**config.mk**
```make
export PLATFORM = sky130hd
export DESIGN_NAME = lsu_wb_flat
export DESIGN_NICKNAME = d
export VERILOG_FILES = /design/src/rtl/lsu_pkg.sv /design/src/rtl/lsu_wb_if.sv /design/src/rtl/lsu_align.sv /design/src/rtl/lsu_wb.sv /design/src/flat_wrapper.sv
export SDC_FILE = /design/constraint.sdc
export NUM_CORES = 1
export LEC_CHECK = 0
export ABC_AREA = 1
export CELL_PAD_IN_SITES_DETAIL_PLACEMENT = 1
export CELL_PAD_IN_SITES_GLOBAL_PLACEMENT = 1
export CORE_MARGIN = 5
export CORE_UTILIZATION = 30
export CTS_CLUSTER_DIAMETER = 200
export DETAILED_ROUTE_END_ITERATION = 8
export HOLD_SLACK_MARGIN = 0.08
export PLACE_DENSITY_LB_ADDON = 0.08
export SYNTH_ARGS = -nofsm -noshare
export SYNTH_HDL_FRONTEND = slang
export SYNTH_SLANG_ARGS = --single-unit
```
**constraint.sdc**
```tcl
create_clock -name clk -period 1.8 [get_ports clk]
set_input_delay 0.27 -clock clk [delete_from_list [all_inputs] [get_ports clk]]
set_output_delay 0.27 -clock clk [all_outputs]
set_load 0.01 [all_outputs]
```
**src/rtl/lsu_pkg.sv**
```systemverilog
// Shared definitions for the load/store + writeback stage:
// memory-op encodings, FSM state type and lane/extension helpers.
package lsu_pkg;

  localparam int XLEN    = 32;
  localparam int MEMOP_W = 4;

  typedef logic [MEMOP_W-1:0] memop_t;

  localparam memop_t MEMOP_NONE = 4'd0;
  localparam memop_t MEMOP_LB   = 4'd1;
  localparam memop_t MEMOP_LH   = 4'd2;
  localparam memop_t MEMOP_LW   = 4'd3;
  localparam memop_t MEMOP_LBU  = 4'd4;
  localparam memop_t MEMOP_LHU  = 4'd5;
  localparam memop_t MEMOP_SB   = 4'd6;
  localparam memop_t MEMOP_SH   = 4'd7;
  localparam memop_t MEMOP_SW   = 4'd8;

  typedef enum logic [1:0] {
    ST_IDLE = 2'd0,
    ST_REQ  = 2'd1,
    ST_RESP = 2'd2,
    ST_WB   = 2'd3
  } lsu_state_e;

  function automatic logic is_load(memop_t op);
    return (op >= MEMOP_LB) && (op <= MEMOP_LHU);
  endfunction

  function automatic logic is_store(memop_t op);
    return (op >= MEMOP_SB) && (op <= MEMOP_SW);
  endfunction

  // Halfword ops need an even address, word ops a word-aligned one.
  function automatic logic misaligned(memop_t op, logic [1:0] lane);
    logic m;
    m = 1'b0;
    case (op)
      MEMOP_LH, MEMOP_LHU, MEMOP_SH: m = lane[0];
      MEMOP_LW, MEMOP_SW:            m = (lane != 2'b00);
      default:                       m = 1'b0;
    endcase
    return m;
  endfunction

  // Select the addressed byte/half from the raw word and extend it.
  function automatic logic [XLEN-1:0] load_extend(memop_t op, logic [1:0] lane,
                                                  logic [XLEN-1:0] word);
    logic [7:0]      b;
    logic [15:0]     h;
    logic [XLEN-1:0] r;
    case (lane)
      2'd0:    b = word[7:0];
      2'd1:    b = word[15:8];
      2'd2:    b = word[23:16];
      default: b = word[31:24];
    endcase
    h = lane[1] ? word[31:16] : word[15:0];
    case (op)
      MEMOP_LB:  r = {{24{b[7]}}, b};
      MEMOP_LBU: r = {24'd0, b};
      MEMOP_LH:  r = {{16{h[15]}}, h};
      MEMOP_LHU: r = {16'd0, h};
      default:   r = word;
    endcase
    return r;
  endfunction

  // Replicate store data across lanes and build the byte strobes: {wdata, wmask}.
  function automatic logic [XLEN+3:0] store_lane(memop_t op, logic [1:0] lane,
                                                 logic [XLEN-1:0] data);
    logic [XLEN-1:0] wd;
    logic [3:0]      wm;
    case (op)
      MEMOP_SB: begin
        wd = {4{data[7:0]}};
        wm = 4'b0001 << lane;
      end
      MEMOP_SH: begin
        wd = {2{data[15:0]}};
        wm = lane[1] ? 4'b1100 : 4'b0011;
      end
      MEMOP_SW: begin
        wd = data;
        wm = 4'b1111;
      end
      default: begin
        wd = '0;
        wm = 4'b0000;
      end
    endcase
    return {wd, wm};
  endfunction

endpackage

```
**src/rtl/lsu_wb_if.sv**
```systemverilog
// Data-memory port of the load/store stage.
// Handshake: the request transfers on a cycle where mem_req_valid and
// mem_req_ready are both high; while valid is high and ready is low the
// master keeps address, wen, wdata and wmask stable. mem_rsp_valid is a
// single-cycle response/ack that carries mem_rdata and has no ready.
interface lsu_wb_if;
  import lsu_pkg::*;

  logic            mem_req_valid;
  logic            mem_req_ready;
  logic [XLEN-1:0] mem_addr;
  logic            mem_wen;
  logic [XLEN-1:0] mem_wdata;
  logic [3:0]      mem_wmask;
  logic            mem_rsp_valid;
  logic [XLEN-1:0] mem_rdata;

  modport master (
    output mem_req_valid, mem_addr, mem_wen, mem_wdata, mem_wmask,
    input  mem_req_ready, mem_rsp_valid, mem_rdata
  );

  modport slave (
    input  mem_req_valid, mem_addr, mem_wen, mem_wdata, mem_wmask,
    output mem_req_ready, mem_rsp_valid, mem_rdata
  );
endinterface

```
**src/rtl/lsu_align.sv**
```systemverilog
// Combinational lane logic: load extension and store lane/mask generation.
module lsu_align
  import lsu_pkg::*;
(
  input  memop_t          op,
  input  logic [1:0]      lane,
  input  logic [XLEN-1:0] rdata,
  input  logic [XLEN-1:0] store_data,
  output logic [XLEN-1:0] load_val,
  output logic [XLEN-1:0] wdata,
  output logic [3:0]      wmask
);

  assign load_val       = load_extend(op, lane, rdata);
  assign {wdata, wmask} = store_lane(op, lane, store_data);

endmodule

```
**src/rtl/lsu_wb.sv**
```systemverilog
// Load/store + writeback stage. Accepts one instruction at a time from EX,
// runs an optional data-memory transaction and commits to the register file
// in a single WB cycle.
// Optional build macro LSU_MISALIGN_TRAP_EN: misaligned half/word accesses
// skip memory and report through the misalign output in their WB cycle.
module lsu_wb
  import lsu_pkg::*;
(
  input  logic            clk,
  input  logic            rst,
  input  logic            in_valid,
  output logic            in_ready,
  input  logic [4:0]      in_rd,
  input  logic            in_wen,
  input  logic [XLEN-1:0] in_alu_res,
  input  logic [XLEN-1:0] in_store_data,
  input  memop_t          in_mem_op,
  lsu_wb_if.master        mem,
  output logic            RegWEn,
  output logic [4:0]      addr_towrite,
  output logic [XLEN-1:0] data_towrite,
  output logic            wb_done,
`ifdef LSU_MISALIGN_TRAP_EN
  output logic            misalign,
`endif
  output lsu_state_e      state_dbg
);

  lsu_state_e      state, state_next;
  logic [4:0]      rd_q;
  logic            wen_q;
  logic [XLEN-1:0] alu_q;
  logic [XLEN-1:0] sdata_q;
  logic [XLEN-1:0] result_q;
  memop_t          op_q;
  logic            trap_q;

  memop_t          in_op;
  logic            in_trap;
  logic            accept;
  logic [XLEN-1:0] load_val;
  logic [XLEN-1:0] st_wdata;
  logic [3:0]      st_wmask;

  // Unknown encodings collapse to NONE at the door.
  assign in_op  = (in_mem_op > MEMOP_SW) ? MEMOP_NONE : in_mem_op;
  assign accept = (state == ST_IDLE) && in_valid;

`ifdef LSU_MISALIGN_TRAP_EN
  assign in_trap = misaligned(in_op, in_alu_res[1:0]);
`else
  assign in_trap = 1'b0;
`endif

  lsu_align u_align (
    .op         (op_q),
    .lane       (alu_q[1:0]),
    .rdata      (mem.mem_rdata),
    .store_data (sdata_q),
    .load_val   (load_val),
    .wdata      (st_wdata),
    .wmask      (st_wmask)
  );

  // State register.
  always_ff @(posedge clk) begin
    if (rst) state <= ST_IDLE;
    else     state <= state_next;
  end

  // Instruction latch on accept; load result captured on the response cycle.
  always_ff @(posedge clk) begin
    if (rst) begin
      rd_q     <= '0;
      wen_q    <= 1'b0;
      alu_q    <= '0;
      sdata_q  <= '0;
      result_q <= '0;
      op_q     <= MEMOP_NONE;
      trap_q   <= 1'b0;
    end else if (accept) begin
      rd_q     <= in_rd;
      wen_q    <= in_wen;
      alu_q    <= in_alu_res;
      sdata_q  <= in_store_data;
      result_q <= in_alu_res;
      op_q     <= in_op;
      trap_q   <= in_trap;
    end else if (state == ST_RESP && mem.mem_rsp_valid && is_load(op_q)) begin
      result_q <= load_val;
    end
  end

  // Next-state logic; responses only count while waiting in RESP.
  always_comb begin
    state_next = state;
    case (state)
      ST_IDLE: begin
        if (in_valid) begin
          if (in_op == MEMOP_NONE || in_trap) state_next = ST_WB;
          else                                state_next = ST_REQ;
        end
      end
      ST_REQ:  if (mem.mem_req_ready) state_next = ST_RESP;
      ST_RESP: if (mem.mem_rsp_valid) state_next = ST_WB;
      ST_WB:   state_next = ST_IDLE;
      default: state_next = ST_IDLE;
    endcase
  end

  // Request fields come straight from the latched instruction, zero when idle.
  assign in_ready          = (state == ST_IDLE);
  assign mem.mem_req_valid = (state == ST_REQ);
  assign mem.mem_addr      = (state == ST_REQ) ? {alu_q[XLEN-1:2], 2'b00} : '0;
  assign mem.mem_wen       = (state == ST_REQ) && is_store(op_q);
  assign mem.mem_wdata     = (state == ST_REQ) ? st_wdata : '0;
  assign mem.mem_wmask     = (state == ST_REQ) ? st_wmask : 4'b0000;

  assign wb_done      = (state == ST_WB);
  assign RegWEn       = wb_done && wen_q && (rd_q != 5'd0) && !is_store(op_q) && !trap_q;
  assign addr_towrite = wb_done ? rd_q : 5'd0;
  assign data_towrite = wb_done ? result_q : '0;
  assign state_dbg    = state;

`ifdef LSU_MISALIGN_TRAP_EN
  assign misalign = wb_done && trap_q;
`endif

endmodule

```
**src/flat_wrapper.sv**
```systemverilog
// flat-port wrapper written by rule: the top's interface ports become plain ports
module lsu_wb_flat import lsu_pkg::*;
  (clk, rst, in_valid, in_ready, in_rd, in_wen, in_alu_res, in_store_data, in_mem_op, RegWEn, addr_towrite, data_towrite, wb_done, state_dbg, mem_mem_req_valid, mem_mem_addr, mem_mem_wen, mem_mem_wdata, mem_mem_wmask, mem_mem_req_ready, mem_mem_rsp_valid, mem_mem_rdata);
  lsu_wb_if mem_i ();
  input  logic clk;
  input  logic rst;
  input  logic in_valid;
  output logic in_ready;
  input  logic [4:0] in_rd;
  input  logic in_wen;
  input  logic [XLEN-1:0] in_alu_res;
  input  logic [XLEN-1:0] in_store_data;
  input  memop_t in_mem_op;
  output logic RegWEn;
  output logic [4:0] addr_towrite;
  output logic [XLEN-1:0] data_towrite;
  output logic wb_done;
  output lsu_state_e state_dbg;
  output wire logic [$bits(mem_i.mem_req_valid)-1:0] mem_mem_req_valid;
  output wire logic [$bits(mem_i.mem_addr)-1:0] mem_mem_addr;
  output wire logic [$bits(mem_i.mem_wen)-1:0] mem_mem_wen;
  output wire logic [$bits(mem_i.mem_wdata)-1:0] mem_mem_wdata;
  output wire logic [$bits(mem_i.mem_wmask)-1:0] mem_mem_wmask;
  input wire logic [$bits(mem_i.mem_req_ready)-1:0] mem_mem_req_ready;
  input wire logic [$bits(mem_i.mem_rsp_valid)-1:0] mem_mem_rsp_valid;
  input wire logic [$bits(mem_i.mem_rdata)-1:0] mem_mem_rdata;
  assign mem_mem_req_valid = mem_i.mem_req_valid;
  assign mem_mem_addr = mem_i.mem_addr;
  assign mem_mem_wen = mem_i.mem_wen;
  assign mem_mem_wdata = mem_i.mem_wdata;
  assign mem_mem_wmask = mem_i.mem_wmask;
  assign mem_i.mem_req_ready = mem_mem_req_ready;
  assign mem_i.mem_rsp_valid = mem_mem_rsp_valid;
  assign mem_i.mem_rdata = mem_mem_rdata;
  lsu_wb u_core (.clk(clk), .rst(rst), .in_valid(in_valid), .in_ready(in_ready), .in_rd(in_rd), .in_wen(in_wen), .in_alu_res(in_alu_res), .in_store_data(in_store_data), .in_mem_op(in_mem_op), .mem(mem_i), .RegWEn(RegWEn), .addr_towrite(addr_towrite), .data_towrite(data_towrite), .wb_done(wb_done), .state_dbg(state_dbg));
endmodule
```
# Word level (Yosys, flattened, before mapping)
# Index checks and enable logic that the tools add are counted.
[totals] regBits=108 inputBits=111
[classes] shift=1 n_lt_le_gt_ge=5 n_mux=19 n_reduce_logical=16 eq_ne=15
[op_table] operator="2-to-1 mux 32 bit" count=5
[op_table] operator="case mux 32 bit (4 select lines)" count=1
[op_table] operator="case mux 32 bit (3 select lines)" count=1
[op_table] operator="case mux 8 bit (3 select lines)" count=1
[op_table] operator="== test 4 x 3 -> 1 bit, second input constant" count=4
[op_table] operator="2-to-1 mux 16 bit" count=1
[op_table] operator="2-to-1 mux 4 bit" count=3
[op_table] operator="case mux 4 bit (3 select lines)" count=1
[op_table] operator="logical AND 1 bit" count=9
[op_table] operator="2-to-1 mux 2 bit" count=4
[op_table] operator="case mux 2 bit (4 select lines)" count=1
[op_table] operator="== test 2 bit, second input constant" count=3
[op_table] operator="2-to-1 mux 5 bit" count=1
[op_table] operator="nonzero test 5 bit" count=1
[op_table] operator="== test 2 x 1 -> 1 bit, second input constant" count=2
[op_table] operator="== test 4 x 1 -> 1 bit, second input constant" count=1
[op_table] operator="== test 4 x 2 -> 1 bit, second input constant" count=1
[op_table] operator="== test 4 bit, second input constant" count=1
[op_table] operator=">= comparator 4 x 1 -> 1 bit, second input constant" count=1
[op_table] operator=">= comparator 4 x 3 -> 1 bit, second input constant" count=1
[op_table] operator="> comparator 4 bit, second input constant" count=1
[op_table] operator="less-or-equal comparator 4 x 3 -> 1 bit, second input constant" count=1
[op_table] operator="less-or-equal comparator 4 bit, second input constant" count=1
[op_table] operator="logical NOT 2 bit" count=2
[op_table] operator="other kinds (7)" count=8

# Longest topological paths before layout
[logic_depth] word_depth=6 ltp_mapped=11 mapped_depth_nobuf=9

# Hierarchy
# From an unflattened synthesis, not the netlist that was laid out.
[hier_totals] hier_cells=1172 hier_area_um2=6914.1
[by_module_without_submodules] module="lsu_wb" cells_per_inst=864 seq_area_each_um2=2162.1 area_each_um2=5413.9 n_inst=1
[by_module_without_submodules] module="lsu_align" cells_per_inst=308 seq_area_each_um2=0.0 area_each_um2=1500.2 n_inst=1

# Least setup slack after synthesis
# Ideal clock, no wire load.
[synth_path] path_kind="reg2reg" from="register u_core.state[0] (netlist: u_core.state_dbg[0])" to="register u_core.result_q[0]" path_stages_with_launch=8 required_ps=1730 setup_ps=70 t_arrival_ps=1655 period_less_slack_ps=1725 setup_slack_ps=75 cell_sequence="dfxtp_1 -> inv_1 -> ha_1 -> nand2_1 -> clkbuf_1 -> buf_1 -> nand2_1 -> a21oi_1"
[synth_rtl] element="start, declared" line="lsu_wb.sv:29" source="lsu_state_e state, state_next;"
[synth_rtl] element="start signal, assigned" line="lsu_wb.sv:68" source="else state <= state_next;"
[synth_rtl] element="logical NOT 2 bit *"
[synth_rtl] element="named net in_ready" line="flat_wrapper.sv:8" source="output logic in_ready;"
[synth_rtl] element="logical AND 1 bit *" line="lsu_wb.sv:47" source="assign accept = (state == ST_IDLE) && in_valid;"
[synth_rtl] element="2-to-1 mux 32 bit or nonzero test 2 bit (tied branches)"
[synth_rtl] element="end signal, assigned" line="lsu_wb.sv:86" source="result_q <= in_alu_res;"
[synth_rtl] element="end signal, assigned" line="lsu_wb.sv:90" source="result_q <= load_val;"
[synth_rtl] element="end, declared" line="lsu_wb.sv:34" source="logic [XLEN-1:0] result_q;"
# The timed path passes the listed nets; every way through them passes the cells marked *.
# A chain may end at the register's enable or synchronous reset.

# Worst setup path in the final report
[layout_path] from="register u_core.op_q[3]" to="output port mem_mem_wdata[19]"
[layout_between] elab_chain_cells=3
[layout_rtl] element="start, declared" line="lsu_wb.sv:35" source="memop_t op_q;"
[layout_rtl] element="start signal, assigned" line="lsu_wb.sv:87" source="op_q <= in_op;"
[layout_rtl] element="== test 4 bit or == test 4 x 3 -> 1 bit (tied branches)" line="lsu_pkg.sv:75" source="case (op)"
[layout_rtl] element="case mux 32 bit (3 select lines) *" line="lsu_pkg.sv:75"
[layout_rtl] element="2-to-1 mux 32 bit *" line="lsu_wb.sv:116" source="assign mem.mem_wdata = (state == ST_REQ) ? st_wdata : '0;"
[layout_rtl] element="end, declared" line="flat_wrapper.sv:22" source="output wire logic [$bits(mem_i.mem_wdata)-1:0] mem_mem_wdata;"
# Every way passes the cells marked *; elsewhere a longest branch is shown, timed or not.

==> flow_summary.toml <==
[global_route]
grt_use_total_pct = 21.92
grt_pass1_vias = 7631
grt_max_degree = 63
grt_pass1_wl_um = 41850
global_route.overflow_total = 0
antenna_found_initial = 3

[synth]
synthAdderAreaFrac_pct = 0.7981
yosys.area.top_type = "dfxtp_1"
ys.flop_type = "dfxtp_1"
muxShareOfSynthArea_pct = 0
async_flop_share_pct = 0
synthXorXnorAreaFrac_pct = 0
yosys-top-cells-area = "dfxtp_1 (34%), nand2_1 (16%), inv_1 (10%)"
yosys.area_share.simple_pct = 29.71
yosys_register_bits = 108
synth_compound_area_share_pct = 18.83
synth_top_area_share_pct = 34.48
syn_area_per_cell_um2 = 6.036
synth_seq_area_share_pct = 34.48
synth_edf_count = 0
synth_cell_types = 34
yosys_warnings = 0
syn_area_um2 = 6271
syn_inst = 1039
synth_top_family_by_area = "simple AND/OR/NAND/NOR gates"

[timing]
period_needed_ns = 2.075
fin_ws_ns = -0.2754
fin_crit_sh_pct = 115.3
setup_tns_ns = -5.093
finClkSkew_ns = 0.008893
setup_viol = 59
max_clock_freq_ghz = 0.4818
hold_violations = 0
slew_viol_final = 0
grt_setup_unrepaired = "yes"
holdWs_ns = 0.4531

[critical_path]
path_cells = "nor2_4 > nand2_4 > nand2_4 > nand2_8 > buf_8 > nor3_2 > a31oi_4 > inv_1 > buf_6"
cpPeakStageDelay_ns = 0.37
crit_top_cell = "nand2_4"
crit_required_ns = 1.53
critPathArrivalTime_ns = 1.81
slowest_stage = "dfxtp_2"
start_kind = "register"
path_buf_inv = 3
endpoint_kind = "primary output"
path_max_fanout = 5
path_delay_family = "simple AND/OR/NAND/NOR gates"
crit_type = "reg -> out"

[routing]
route.vias.total = 7625
wl_per_cell_um = 18.07
wirelength_um = 28600
ant_nets = 0
first_pass_iters = 7
vias_per_cell = 4.817
drt_iter0_drc = 395
drc = 0

[pwr]
power_density_nw_per_um2 = 1200
leakage_nw = 5.683
ir_worst_vdd_mv = 0.5087
power_mw = 12.69

[cts]
cts.sinks = 108
clock_latency_ns = 0.36
holdBufCountCts = 0
clkTransAtPathRegs_ns = 0.08
cts_tree = "yes"
root_buffer = "clkbuf_16"
cts_max_level = 3
clockBufferDepth = 2
tritoncts.num_buffers = 9

[die]
die_area_um2 = 23900
start_util_pct = 30.70
core.rowCount = 52
core_um2 = 20430
die_x_um = 154.6
io_pins = 223
die_height_um = 154.6

[place]
portBuffers = 220
routabilityCongestion = 0.8450
placedCellCount = 1529
dpl.hpwl_um = 19270

[layout]
area_growth_pct = 68.59
instances_no_fill = 1583
fillers = 2636
layout-drive-gt1-share_pct = 29.01
fin_nets = 1420

[outcome]
outcome = "finished, violations left"
violations = "setup timing"

[hold_path]
min_path_type = "reg -> reg"

[job]
drv_cap = 0
## power breakdown
part	total [mW]	internal (mW)	switching, mW
Sequential	3.51	3.07	0.441
Combinational	7.03	3.04	3.98
Clock	2.15	1.13	1.02
## worst register-to-register path, cell delays in order, from the launching register on
cell     delay, ns
dfxtp_2       0.35
inv_2         0.06
buf_4         0.13
buf_4         0.13
ha_2          0.20
nand2_4       0.15
inv_6         0.07
buf_12        0.15
nand2_1       0.12
inv_1         0.09
nor2_1        0.12
a21oi_1       0.07
## routing by layer
metal	share of wire, %	wire (um)	track usage [%]
met1	46	13090	30.49
met2	48	13730	36.25
met3	4.6	1312	2.654
met4	1.7	472	5.383
met5	0	0	0
## flip-flops by register name (all words and copies together) (netlist names)
signal and cells:
u_core.alu_q 32, u_core.op_q 4, u_core.rd_q 5, u_core.result_q 32, u_core.sdata_q 32, u_core.state_dbg 2
u_core.wen_q 1
## final cells by class
cell class / count / area (um^2) / share of cell area [%]
Tap cell: 270 / 337.8 / 3.195
Clock inverter: 6 / 70.07 / 0.6627
Multi-Input combinational cell: 686 / 3812 / 36.06
Sequential cell: 108 / 2175 / 20.57
Timing Repair Buffer: 321 / 3222 / 30.47
Clock buffer: 10 / 239.0 / 2.260
Antenna cell: 3 / 7.507 / 0.07101
Inverter: 179 / 709.4 / 6.710
## cell usage after synthesis (all sizes together) (2+ instances only)
cell,count
a211oi,2
a21oi,106
a31oi,2
buf,41
clkbuf,27
dfxtp,108
ha,4
inv,178
nand2,273
nand3,65
nor2,104
nor3,6
o21ai,100
o22ai,7
o31ai,5
or2,2
## final timing paths
path | cells past startpoint | startpoint | slack, ns | endpoint
worst max register to register | 11 | u_core.state_dbg[1] | 0.07 | u_core.result_q[2]
worst max-delay path | 9 | u_core.op_q[3] | -0.28 | mem_mem_wdata[19]
worst min-delay path | 2 | u_core.sdata_q[26] | 0.45 | u_core.sdata_q[26]
worst min register to register | 2 | u_core.sdata_q[26] | 0.45 | u_core.sdata_q[26]
## per-stage QoR
step | instance area, um^2 | util (%) | setup slack (ns)
2_1_floorplan | 6275 | - | 0.07535
3_3_place_gp | 9124 | 44.66 | -0.3232
3_5_place_dp | 9124 | 44.66 | -0.3732
4_1_cts | 9889 | 48.41 | -0.2049
5_1_grt | 10570 | 51.75 | -0.3399
6_report | 10570 | 51.75 | -0.2754
## cells in the final DEF, fill, tap and decap left out, drive strengths merged, types with 5 or more instances in the layout
cell type,instances
nor3,6
nand3,65
nand2,273
buf,199
o21ai,100
clkdlybuf4s50,111
inv,180
o31ai,5
nor2,105
a21oi,106
clkbuf,18
o22ai,7
dfxtp,108
## cells by family after synthesis
family / count (synthesis)
other: 1
AND/OR/NAND/NOR: 452
AO/OA/AOI/OAI: 227
buffers and inverters: 247
adder cells (fa/ha/maj): 4
flip-flops: 108
## timing repair
item	in CTS	in global routing
gates cloned	6	5
buffers inserted	23	7
pin swaps	22	27
endpoints found under the hold margin	0	0
resized for setup	583	165
endpoints found under the setup margin	116	139
Power figures use the tool's default switching activity.
